<file path="src/rtl/serdes_pkg.sv">
// Shared serdes definitions: FSM state encodings used by the
// serializer and by the downstream Moore FSM.
package serdes_pkg;

  typedef enum logic [1:0] {
    ST_IDLE   = 2'b00,
    ST_SHIFT  = 2'b01,
    ST_PARITY = 2'b10
  } state_e;

  localparam logic [1:0] ENC_IDLE   = 2'b00;
  localparam logic [1:0] ENC_SHIFT  = 2'b01;
  localparam logic [1:0] ENC_PARITY = 2'b10;

endpackage

</file>
<file path="src/rtl/piso_serializer.sv">
// Parallel-in serial-out serializer with optional even-parity bit,
// paced by a bit-period strobe.
module piso_serializer
  import serdes_pkg::*;
#(
  parameter int   WIDTH     = 8,
  parameter bit   MSB_FIRST = 1'b1,
  parameter bit   PARITY_EN = 1'b0,
  parameter logic IDLE_BIT  = 1'b1
) (
  input  logic             clk,
  input  logic             rst,
  input  logic             in_valid,
  input  logic [WIDTH-1:0] in_data,
  output logic             in_ready,
  input  logic             bit_en,
  output logic             x,
  output logic             x_valid,
  output logic             frame_start,
  output logic             busy
);

  localparam int CW = $clog2(WIDTH + 1);

  state_e           state;
  state_e           state_n;
  logic [CW-1:0]    cnt;
  logic [WIDTH-1:0] sh;
  logic             par;
  logic             last;
  logic             nxt_bit;
  logic             first_bit;

  function automatic logic [WIDTH-1:0] shl(
    input logic [WIDTH-1:0] v
  );
    if (MSB_FIRST)
      return {v[WIDTH-2:0], 1'b0};
    else
      return {1'b0, v[WIDTH-1:1]};
  endfunction

  assign last      = (cnt == CW'(WIDTH - 1));
  assign in_ready  = (state == ST_IDLE) && !rst;
  assign busy      = (state != ST_IDLE);
  assign nxt_bit   = MSB_FIRST ? sh[WIDTH-1]
                               : sh[0];
  assign first_bit = MSB_FIRST ? in_data[WIDTH-1]
                               : in_data[0];

  always_comb begin
    state_n = state;
    unique case (state)
      ST_IDLE:
        if (in_valid) state_n = ST_SHIFT;
      ST_SHIFT:
        if (bit_en && last)
          state_n = PARITY_EN ? ST_PARITY
                              : ST_IDLE;
      ST_PARITY:
        if (bit_en) state_n = ST_IDLE;
      default:
        state_n = ST_IDLE;
    endcase
  end

  // sh holds the bits not yet presented; x is the bit on the wire
  always_ff @(posedge clk or posedge rst) begin
    if (rst) begin
      state       <= ST_IDLE;
      cnt         <= '0;
      sh          <= '0;
      par         <= 1'b0;
      x           <= IDLE_BIT;
      x_valid     <= 1'b0;
      frame_start <= 1'b0;
    end else begin
      state       <= state_n;
      frame_start <= 1'b0;
      unique case (state)
        ST_IDLE: begin
          if (in_valid) begin
            sh          <= shl(in_data);
            par         <= ^in_data;
            cnt         <= '0;
            x           <= first_bit;
            x_valid     <= 1'b1;
            frame_start <= 1'b1;
          end
        end
        ST_SHIFT: begin
          if (bit_en) begin
            cnt <= cnt + 1'b1;
            if (!last) begin
              x  <= nxt_bit;
              sh <= shl(sh);
            end else if (PARITY_EN) begin
              x <= par;
            end else begin
              x       <= IDLE_BIT;
              x_valid <= 1'b0;
            end
          end
        end
        ST_PARITY: begin
          if (bit_en) begin
            x       <= IDLE_BIT;
            x_valid <= 1'b0;
          end
        end
        default: begin
          x       <= IDLE_BIT;
          x_valid <= 1'b0;
        end
      endcase
    end
  end

endmodule

</file>
<file path="config.mk">
export PLATFORM = sky130hd
export DESIGN_NAME = piso_serializer
export DESIGN_NICKNAME = d
export VERILOG_FILES = /design/src/rtl/serdes_pkg.sv /design/src/rtl/piso_serializer.sv
export SDC_FILE = /design/constraint.sdc
export NUM_CORES = 1
export LEC_CHECK = 0
export ABC_AREA = 1
export CAP_MARGIN = 20
export CORE_ASPECT_RATIO = 1.1
export CORE_UTILIZATION = 42
export CTS_CLUSTER_SIZE = 24
export DETAILED_ROUTE_END_ITERATION = 10
export PLACE_DENSITY = 0.72
export SETUP_SLACK_MARGIN = 0.4
export SYNTH_ARGS = -nofsm -noshare
export SYNTH_HDL_FRONTEND = slang
export SYNTH_SLANG_ARGS = --single-unit
export TNS_END_PERCENT = 20
</file>
<file path="constraint.sdc">
create_clock -name clk -period 1.1 [get_ports clk]
set_input_delay 0.11 -clock clk [delete_from_list [all_inputs] [get_ports clk]]
set_output_delay 0.11 -clock clk [all_outputs]
set_load 0.02 [all_outputs]
</file>
==> run_results.csv, run 1 <==
group,metric,value,unit
worst_hold_path,min_path_type,"in2async",
route,route.met2.wl,745,µm
cts,cts_hold_buf,0,
route,viasPerCell,4.99,
route,initialDrtViolationCount,11,
route,wl_per_cell,11.1,µm
die,core-area,1600,µm²
yosys,synth.distinct_cells,19,
die,initial_core_util,45.6,%
worst_setup_path,required,1330,ps
cts,cts.sinks,15,
yosys,synth_nets,100,
pwr,p_leak,0.531,nW
timing,finalClockSkew,1.11,ps
timing,relSlewSlack,86.3,%
worst_setup_path,crit_path_max_fanout,5,
worst_setup_path,crit_slowest_cell,"dfrtp_2",
route,drc,0,
route,wl,1510,µm
timing,setup_tns,-473,ps
yosys,ys_ff_latch,15,
global_route,grt_pass1_wl,2840,µm
timing,clock.fmax,0.864,GHz
cts,root_buffer,"clkbuf_4",
final_layout,drive_gt1_share,32.8,%
yosys,synth_area,728,µm²
placed_design,gp_congestion,0.796,
final_layout,final_util,67.4,%
timing,rsz0062_at_grt,"yes",
worst_setup_path,arrival,1390,ps
global_route,track_usage,20.0,%
worst_setup_path,critPathTopFamily,"flip-flops",
timing,finalHoldViolations,0,
pwr,power,2.50,mW
die,die_w,41.7,µm
global_route,grt_start_max_net_pins,16,
worst_setup_path,path_buf_inv,3,
yosys,synth.avg_cell_area,8.37,µm²
outcome,status,"finished with violations",
die,ios,17,
global_route,grt_antenna_before_repair,0,
cts,clk_path_buf_depth,2,
final_layout,final_common_cell,"nand2_1",
cts,cts_tree,"built",
worst_setup_path,critPathMaxStageDelay,420,ps
worst_setup_path,path_cells,"buf_6 > nand4_1 > buf_4 > nand3_1 > nand2_1 > inv_1",
flow_run,drv_cap,0,
pwr,powerDensity,2320,nW/µm²
timing,fin_crit,1160,ps
final_layout,final_nets,133,
timing,drv_slew,0,
route,dr_total_vias,678,
outcome,violations,"negative setup slack",
yosys,synth-seq-area-share,51.7,%
route,antenna_left,0,
route,drt-met1-wl,685,µm
die,die_h,45.7,µm
yosys,synth_cells,87,
worst_setup_path,endpoint_kind,"flop",
cts,ctsHtreeMaxLevel,1,
cts,clkTransAtPathRegs,90,ps
placed_design,dp_hpwl,1100,µm
timing,worstMarginPinSlew,203,ps
route,top_layer,"met4",
timing,period_share,105,%
die,rows,15,
cts,cts_buffers,3,
timing,setup_viol,12,
global_route,grt_pass1_vias,655,
worst_setup_path,path_class,"reg2reg",
global_route,globalRouteOverflowTotal,0,
pwr,ir_worst_vdd,1080,µV
route,firstDrtPassIters,4,
worst_setup_path,startpoint_type,"flop",
timing,setup_slack,-57.0,ps
die,die_area,1900,µm²
yosys,ys.warnings.count,0,
route,met3_length,57,µm
final_layout,area_growth,47.6,%
final_layout,num_antenna_cells,0,
placed_design,portBuffers,16,
cts,worstSkewPairLatency,280,ps
final_layout,mostFrequentLayoutCells,"19 x nand2_1, 14 x buf_4, 13 x o21ai_1, 13 x dfrtp_1, 11 x clkdlybuf4s50_1",
worst paths after layout:
| check | depth (start not counted) | slack, ps | endpoint | start |
|---|---|---|---|---|
| max reg2reg | 6 | -60 | x | state[0] |
| min in group clk | 3 | 370 | sh[1] | in_data[0] |
| max in group asynchronous | 3 | 700 | x | rst |
| min | 3 | 160 | sh[6] | rst |
| max | 6 | -60 | x | state[0] |
| min reg2reg | 2 | 500 | sh[4] | sh[4] |
registers in the layout, indices dropped and copies added (netlist names):
name / flops
x_valid: 1
state: 1
frame_start: 1
x: 1
cnt: 4
sh: 7
report_power, final:
group          total, mW  internal [mW]  switching, mW
combinational       1.26          0.631          0.633
clock              0.313          0.141          0.172
sequential         0.919          0.785          0.134
total               2.50           1.56          0.940
timing repair:
item,in CTS,in global routing
gates resized for setup,37,1
pin swaps,5,0
endpoints found under the setup margin,20,20
buffers inserted,2,0
through the flow:
step                      setup WS (ps)  cell area (µm²)  instances  hold slack [ps]
after floorplan                   -38.2              758         87             10.7
after global placement             -224             1010        130              453
after detailed placement           -239             1010        130              460
after CTS                         -40.7             1070        136              161
after global routing               -152             1070        136              206
final                             -57.0             1070        136              163
final cells by class:
type,instances,area (µm²)
Timing Repair Buffer,30,272
Inverter,11,43.8
Tap cell,17,21.3
Multi-Input combinational cell,59,334
Fill cell,124,520
Clock buffer,4,26.3
Sequential cell,15,378
cell families after synthesis:
family                     synth area share (%)
AOI/OAI and AO/OA                          11.0
DFF                                        51.7
adders and majority gates                  1.72
buffers and inverters                      7.90
and+or+nand+nor                            27.7
layer usage:
layer / up-vias / GRT usage (%)
met1: 315 / 24.8
met5: - / 0
met3: 4 / 2.78
met4: 0 / 11.6
li1: 341 / -
met2: 18 / 33.8
worst reg2reg max path: stages (launching register included):
cell and delay [ps]:
dfrtp_2 420, buf_6 140, nand4_1 170, buf_4 210, nand3_1 80, nand2_1 50
inv_1 40
synthesized netlist by cell type (all sizes together):
cell type,count,area [µm²]
nand2,23,101
o21ai,15,75.1
dfrtp,14,350
inv,11,41.3
or2,7,43.8
nor2,6,22.5
nand4,3,18.8
buf,2,16.3
nand3,2,10.0
a21oi,1,5.00
dfstp,1,26.3
ha,1,12.5
nor3,1,5.00
Note: power is estimated with default switching activity, not from simulation.
==> run 2, diff against run 1 <==
--- a/config.mk
+++ b/config.mk
@@ -9,10 +9,12 @@
 export CAP_MARGIN = 20
 export CORE_ASPECT_RATIO = 1.1
 export CORE_UTILIZATION = 42
+export CTS_CLUSTER_DIAMETER = 150
 export CTS_CLUSTER_SIZE = 24
 export DETAILED_ROUTE_END_ITERATION = 10
 export PLACE_DENSITY = 0.72
 export SETUP_SLACK_MARGIN = 0.4
+export SKIP_LAST_GASP = 1
 export SYNTH_ARGS = -nofsm -noshare
 export SYNTH_HDL_FRONTEND = slang
 export SYNTH_SLANG_ARGS = --single-unit
==> run 2 against run 1 <==
  * The flow still finishes with violations (negative setup slack)
  * Critical path depth unchanged
  * Clock skew is 3.4 ps higher
  * Clock-buffer cell count did not move
  * First-iteration DRC count grew 150%
  * Die area stayed put
  * Fmax grew 1.2%
  * Clock power barely moved
  * Critical path type unchanged
  * Critical endpoint unchanged
  * Largest cell class unchanged
  * Largest power group unchanged
==> run_results.csv, run 2 (synthesized netlist as in run 1, its figures left out) <==
group,metric,value,unit
final_layout,reg_top3,"sh x7, cnt x4",
cts,worstSkewPairLatency,290,ps
pwr,power,2.46,mW
die,die_area,1900,µm²
worst_setup_path,r2r_cells,6,
cts,cts.sinks,15,
timing,setup_slack,-43.6,ps
worst_setup_path,crit_path_max_fanout,5,
pwr,comb_power_share,50.0,%
worst_setup_path,path_class,"reg2reg",
final_layout,drive_gt1_share,30.3,%
outcome,status,"finished with violations",
route,drc,0,
route,wl_per_cell,10.9,µm
pwr,clkPwrFrac,12.8,%
timing,worstMarginPinSlew,203,ps
timing,rsz0062_at_grt,"yes",
cts,clk_path_buf_depth,2,
placed_design,gp_congestion,0.796,
cts,cts_hold_buf,0,
route,initialDrtViolationCount,27,
pwr,powerDensity,2330,nW/µm²
die,die_h,45.7,µm
cts,cts_tree,"built",
timing,relSlewSlack,86.3,%
die,rows,15,
pwr,p_leak,0.534,nW
worst_setup_path,critPathMaxStageDelay,420,ps
pwr,p_switching,0.922,mW
global_route,grt_start_max_net_pins,16,
die,initial_core_util,45.6,%
final_layout,final_nets,133,
final_layout,fin_area,1060,µm²
route,firstDrtPassIters,4,
worst_setup_path,required,1330,ps
worst_setup_path,path_cells,"buf_6 > nand4_1 > buf_4 > nand3_1 > nand2_1 > inv_1",
global_route,globalRouteOverflowTotal,0,
placed_design,portBuffers,16,
placed_design,place_area,1010,µm²
pwr,ir_worst_vdd,1190,µV
worst_setup_path,r2r-start,"state[0]",
timing,finalHoldViolations,0,
final_layout,num_antenna_cells,0,
worst_setup_path,arrival,1380,ps
die,core-area,1600,µm²
final_layout,area_growth,45.5,%
cts,cts_buffers,3,
pwr,swShare,37.4,%
final_layout,largest_reg_flops,7,
global_route,grt_antenna_before_repair,0,
flow_run,drv_cap,0,
cts,ctsHtreeMaxLevel,1,
final_layout,final_common_cell,"nand2_1",
global_route,grt_pass1_wl,2780,µm
timing,fin_crit,1140,ps
outcome,violations,"negative setup slack",
route,antenna_left,0,
timing,period_share,104,%
worst_setup_path,regToRegSetupSlack,-40,ps
pwr,seqPwrFrac,37.2,%
route,wl,1490,µm
worst_hold_path,min_path_type,"in2async",
placed_design,dp_hpwl,1100,µm
cts,root_buffer,"clkbuf_4",
route,viasPerCell,4.90,
global_route,track_usage,19.6,%
timing,finalClockSkew,4.51,ps
die,ios,17,
die,die_w,41.7,µm
worst_setup_path,startpoint_type,"flop",
placed_design,dp_slack,-239,ps
worst_setup_path,crit_slowest_cell,"dfrtp_2",
route,dr_total_vias,666,
timing,setup_viol,14,
global_route,grt_pass1_vias,651,
worst_setup_path,r2r_end,"x",
final_layout,largest_register,"sh",
cts,clkTransAtPathRegs,90,ps
timing,clock.fmax,0.874,GHz
final_layout,mostFrequentLayoutCells,"19 x nand2_1, 13 x dfrtp_1, 13 x buf_4",
timing,drv_slew,0,
pwr,intPower,1.54,mW
worst_setup_path,endpoint_kind,"flop",
==> run 2: cell count changes in the layout (fill, tap and decap cells not counted), sizes merged <==
cell | before | now
buf | 19 | 18
dlygate4sd2 | 0 | 1
==> run 2: worst max path at each step <==
stage | startpoint | to | slack, ps | depth (start not counted)
final | state[0] | x | -40 | 6
after global routing | state[0] | sh[6] | -140 | 7
after CTS | cnt[1] | x | -40 | 6
after detailed placement | rst | in_ready | -240 | 3
after global placement | rst | in_ready | -220 | 3
after floorplan | cnt[0] | sh[2] | -40 | 5
==> run 2: repair_timing <==
item / CTS / global route
resized for setup: 28 / 0
endpoints found under the setup margin: 20 / 20
pin swaps: 4 / 0
gates cloned: 0 / 0
setup buffers: 2 / 0
==> run 2: metal layers <==
layer  global-route usage [%]  up-vias  share of wire (%)
li1                         -      341                  -
met1                     24.3      307                 45
met2                     32.8       13                 48
met3                     2.78        5                3.5
met4                     11.6        0                2.6
met5                        0        -                  0
==> run 2: worst max-delay path: cells and delay by family (launching register included) <==
kind	cells	cell delay (ps)
AND/OR/NAND/NOR	3	290
buffers and inverters	3	380
flip-flops	1	420
==> run 2: cell type report <==
cell class,count,area [µm²]
tap,17,21.3
multi-input combinational,59,324
fill,131,536
sequential,15,378
timing repair buffer,30,267
clock buffer,4,26.3
inverter,11,43.8
==> run 2: per-stage QoR <==
step                cells  util [%]  hold WS, ps  setup TNS (ps)
finish                136      66.4          153            -382
floorplan              87         -         10.7            -248
global route          136      66.4          200           -1570
global placement      130      63.1          453           -1350
detailed placement    130      63.1          460           -1530
CTS                   136      66.4          161            -395
==> run 2: power by group through the flow <==
stage	logic [mW]	clock network, mW	registers, mW
final	1.23	0.315	0.918
after global routing	1.40	0.349	0.947
after CTS	1.24	0.326	0.921
after detailed placement	1.15	0	0.923
after global placement	1.13	0	0.904
after floorplan	0.643	0	0.995
==> run 3, diff against run 2 <==
--- a/config.mk
+++ b/config.mk
@@ -8,13 +8,15 @@
 export ABC_AREA = 1
 export CAP_MARGIN = 20
 export CORE_ASPECT_RATIO = 1.1
+export CORE_MARGIN = 2
 export CORE_UTILIZATION = 42
-export CTS_CLUSTER_DIAMETER = 150
+export CTS_CLUSTER_DIAMETER = 80
 export CTS_CLUSTER_SIZE = 24
 export DETAILED_ROUTE_END_ITERATION = 10
 export PLACE_DENSITY = 0.72
 export SETUP_SLACK_MARGIN = 0.4
 export SKIP_LAST_GASP = 1
+export SLEW_MARGIN = 0
 export SYNTH_ARGS = -nofsm -noshare
 export SYNTH_HDL_FRONTEND = slang
 export SYNTH_SLANG_ARGS = --single-unit
==> run 3 against run 2 <==
  * Die area increased by 9.4%
  * Clock power increased by 3%
  * Final cell count increased by 1.5%
  * The flow still finishes with violations (negative setup slack)
  * Combinational power increased by 15%
  * First-iteration DRC count decreased by 81%
  * Setup slack got worse by 36 ps
  * Hold slack got worse by 95 ps
==> run_results.csv, run 3 (synthesized netlist as in run 1, its figures left out) <==
group,metric,value,unit
pwr,intPower,1.64,mW
placed_design,dp_hpwl,1180,µm
die,ios,17,
global_route,grt_antenna_before_repair,0,
pwr,p_switching,1.04,mW
timing,finalClockSkew,5.97,ps
worst_setup_path,required,1280,ps
final_layout,final_common_cell,"nand2_1",
global_route,track_usage,19.9,%
global_route,globalRouteOverflowTotal,0,
timing,drv_slew,0,
route,wl_per_cell,12.4,µm
route,initialDrtViolationCount,5,
flow_run,drv_cap,0,
timing,whs,57.4,ps
die,die_area,2080,µm²
worst_hold_path,min_path_type,"in2async",
pwr,powerDensity,2380,nW/µm²
timing,setup_viol,13,
cts,ctsHtreeMaxLevel,1,
worst_setup_path,r2r-start,"state[0]",
die,rows,15,
die,initial_core_util,45.6,%
final_layout,area_growth,54.8,%
route,dr_total_vias,699,
pwr,p_leak,0.558,nW
timing,rsz0062_at_grt,"yes",
placed_design,portBuffers,16,
outcome,violations,"negative setup slack",
timing,relSlewSlack,84.2,%
cts,clk_path_buf_depth,2,
timing,finalHoldViolations,0,
worst_setup_path,startpoint_type,"flop",
placed_design,dp.cells,130,
final_layout,final_util,70.7,%
worst_setup_path,crit_top_cell,"buf_6",
worst_setup_path,critPathMaxStageDelay,460,ps
outcome,status,"finished with violations",
final_layout,largest_register,"sh",
final_layout,final_nets,135,
worst_setup_path,crit_slowest_cell,"dfrtp_2",
cts,clkTransAtPathRegs,90,ps
die,core-area,1600,µm²
global_route,grt_start_max_net_pins,11,
route,wl,1720,µm
die,die_w,43.7,µm
cts,worstSkewPairLatency,290,ps
final_layout,largest_reg_flops,7,
pwr,comb_power_share,53.2,%
pwr,clkPwrFrac,12.1,%
worst_setup_path,path_cells,"buf_6 > nand4_1 > buf_6 > nand2_8 > nand2_1 > o21ai_1",
route,antenna_left,0,
route,route.met2.wl,815,µm
cts,root_buffer,"clkbuf_4",
worst_setup_path,crit_path_max_fanout,7,
global_route,grt_pass1_wl,2840,µm
route,viasPerCell,5.07,
final_layout,num_antenna_cells,0,
worst_setup_path,path_class,"reg2reg",
worst_setup_path,endpoint_kind,"flop",
route,firstDrtPassIters,4,
route,met3_length,91,µm
final_layout,fin_cells,138,
global_route,grt_pass1_vias,666,
route,drc,0,
cts,cts.sinks,15,
cts,cts_tree,"built",
die,die_h,47.7,µm
pwr,seqPwrFrac,34.7,%
final_layout,reg_top3,"sh x7, cnt x4",
final_layout,mostFrequentLayoutCells,"16 x nand2_1, 13 x dfrtp_1, 11 x o21ai_1, 11 x clkdlybuf4s50_1, 11 x buf_4",
pwr,swShare,38.8,%
timing,clock.fmax,0.848,GHz
worst_setup_path,cp-startpoint,"state[0]",
route,drt-met1-wl,751,µm
worst_setup_path,arrival,1360,ps
timing,setup_slack,-79.6,ps
cts,cts_hold_buf,0,
placed_design,gp_congestion,0.768,
route,top_layer,"met4",
pwr,ir_worst_vdd,1080,µV
final_layout,fin_area,1130,µm²
final_layout,drive_gt1_share,35.5,%
timing,period_share,107,%
placed_design,place_area,1010,µm²
cts,cts_buffers,3,
timing,fin_crit,1180,ps
timing,worstMarginPinSlew,237,ps
timing,setup_tns,-648,ps
run 3: changes by cell type in the layout (fill, tap and decap cells not counted), sizes merged:
cell,previous run,this run
buf,18,19
nand2,23,24
run 3: repair_timing:
item / 4_1_cts / 5_1_grt
resized for setup: 35 / 5
pin swaps: 4 / 0
setup buffers: 3 / 0
endpoints found under the setup margin: 20 / 20
gates cloned: 1 / 0
run 3: stage by stage:
step | power, mW | setup slack, ps
after floorplan | 1.64 | -38.2
after global placement | 2.06 | -219
after detailed placement | 2.10 | -227
after CTS | 2.64 | -50.4
after global routing | 2.89 | -122
final | 2.68 | -79.6
run 3: area by class of cell:
type | count | area (µm²)
multi-input cells | 60 | 373
fillers | 133 | 468
clock buffers | 4 | 26.3
well taps | 17 | 21.3
repair buffers | 31 | 285
flip-flops and latches | 15 | 378
inverters | 11 | 43.8
run 3: power by group through the flow:
stage | Sequential (mW) | Clock, mW | Combinational, mW
finish | 0.930 | 0.323 | 1.42
global route | 0.955 | 0.353 | 1.58
CTS | 0.921 | 0.331 | 1.39
detailed placement | 0.918 | 0 | 1.18
global placement | 0.902 | 0 | 1.15
floorplan | 0.995 | 0 | 0.643
run 3: metal layers:
| layer | track usage, % | vias to the layer above |
|---|---|---|
| li1 | - | 349 |
| met1 | 22.6 | 314 |
| met2 | 34.1 | 26 |
| met5 | 0 | - |
| met3 | 4.53 | 10 |
| met4 | 13.3 | 0 |
run 3: path summary, 6_finish.rpt:
check                           slack [ps]       end  cells after the start
worst max-delay path                   -80     sh[7]                      6
worst min-delay path                    60    cnt[2]                      2
worst max register to register         -80     sh[7]                      6
worst min register to register         500     sh[5]                      2
max in group asynchronous              620  state[0]                      3
min in group clk                       350     sh[1]                      3
run 3: critical path, delay by kind of cell (launching register included):
kind,cells,cell delay (ps)
flip-flops,1,460
AO/OA/AOI/OAI,1,60
buffers and inverters,2,310
AND/OR/NAND/NOR,3,240
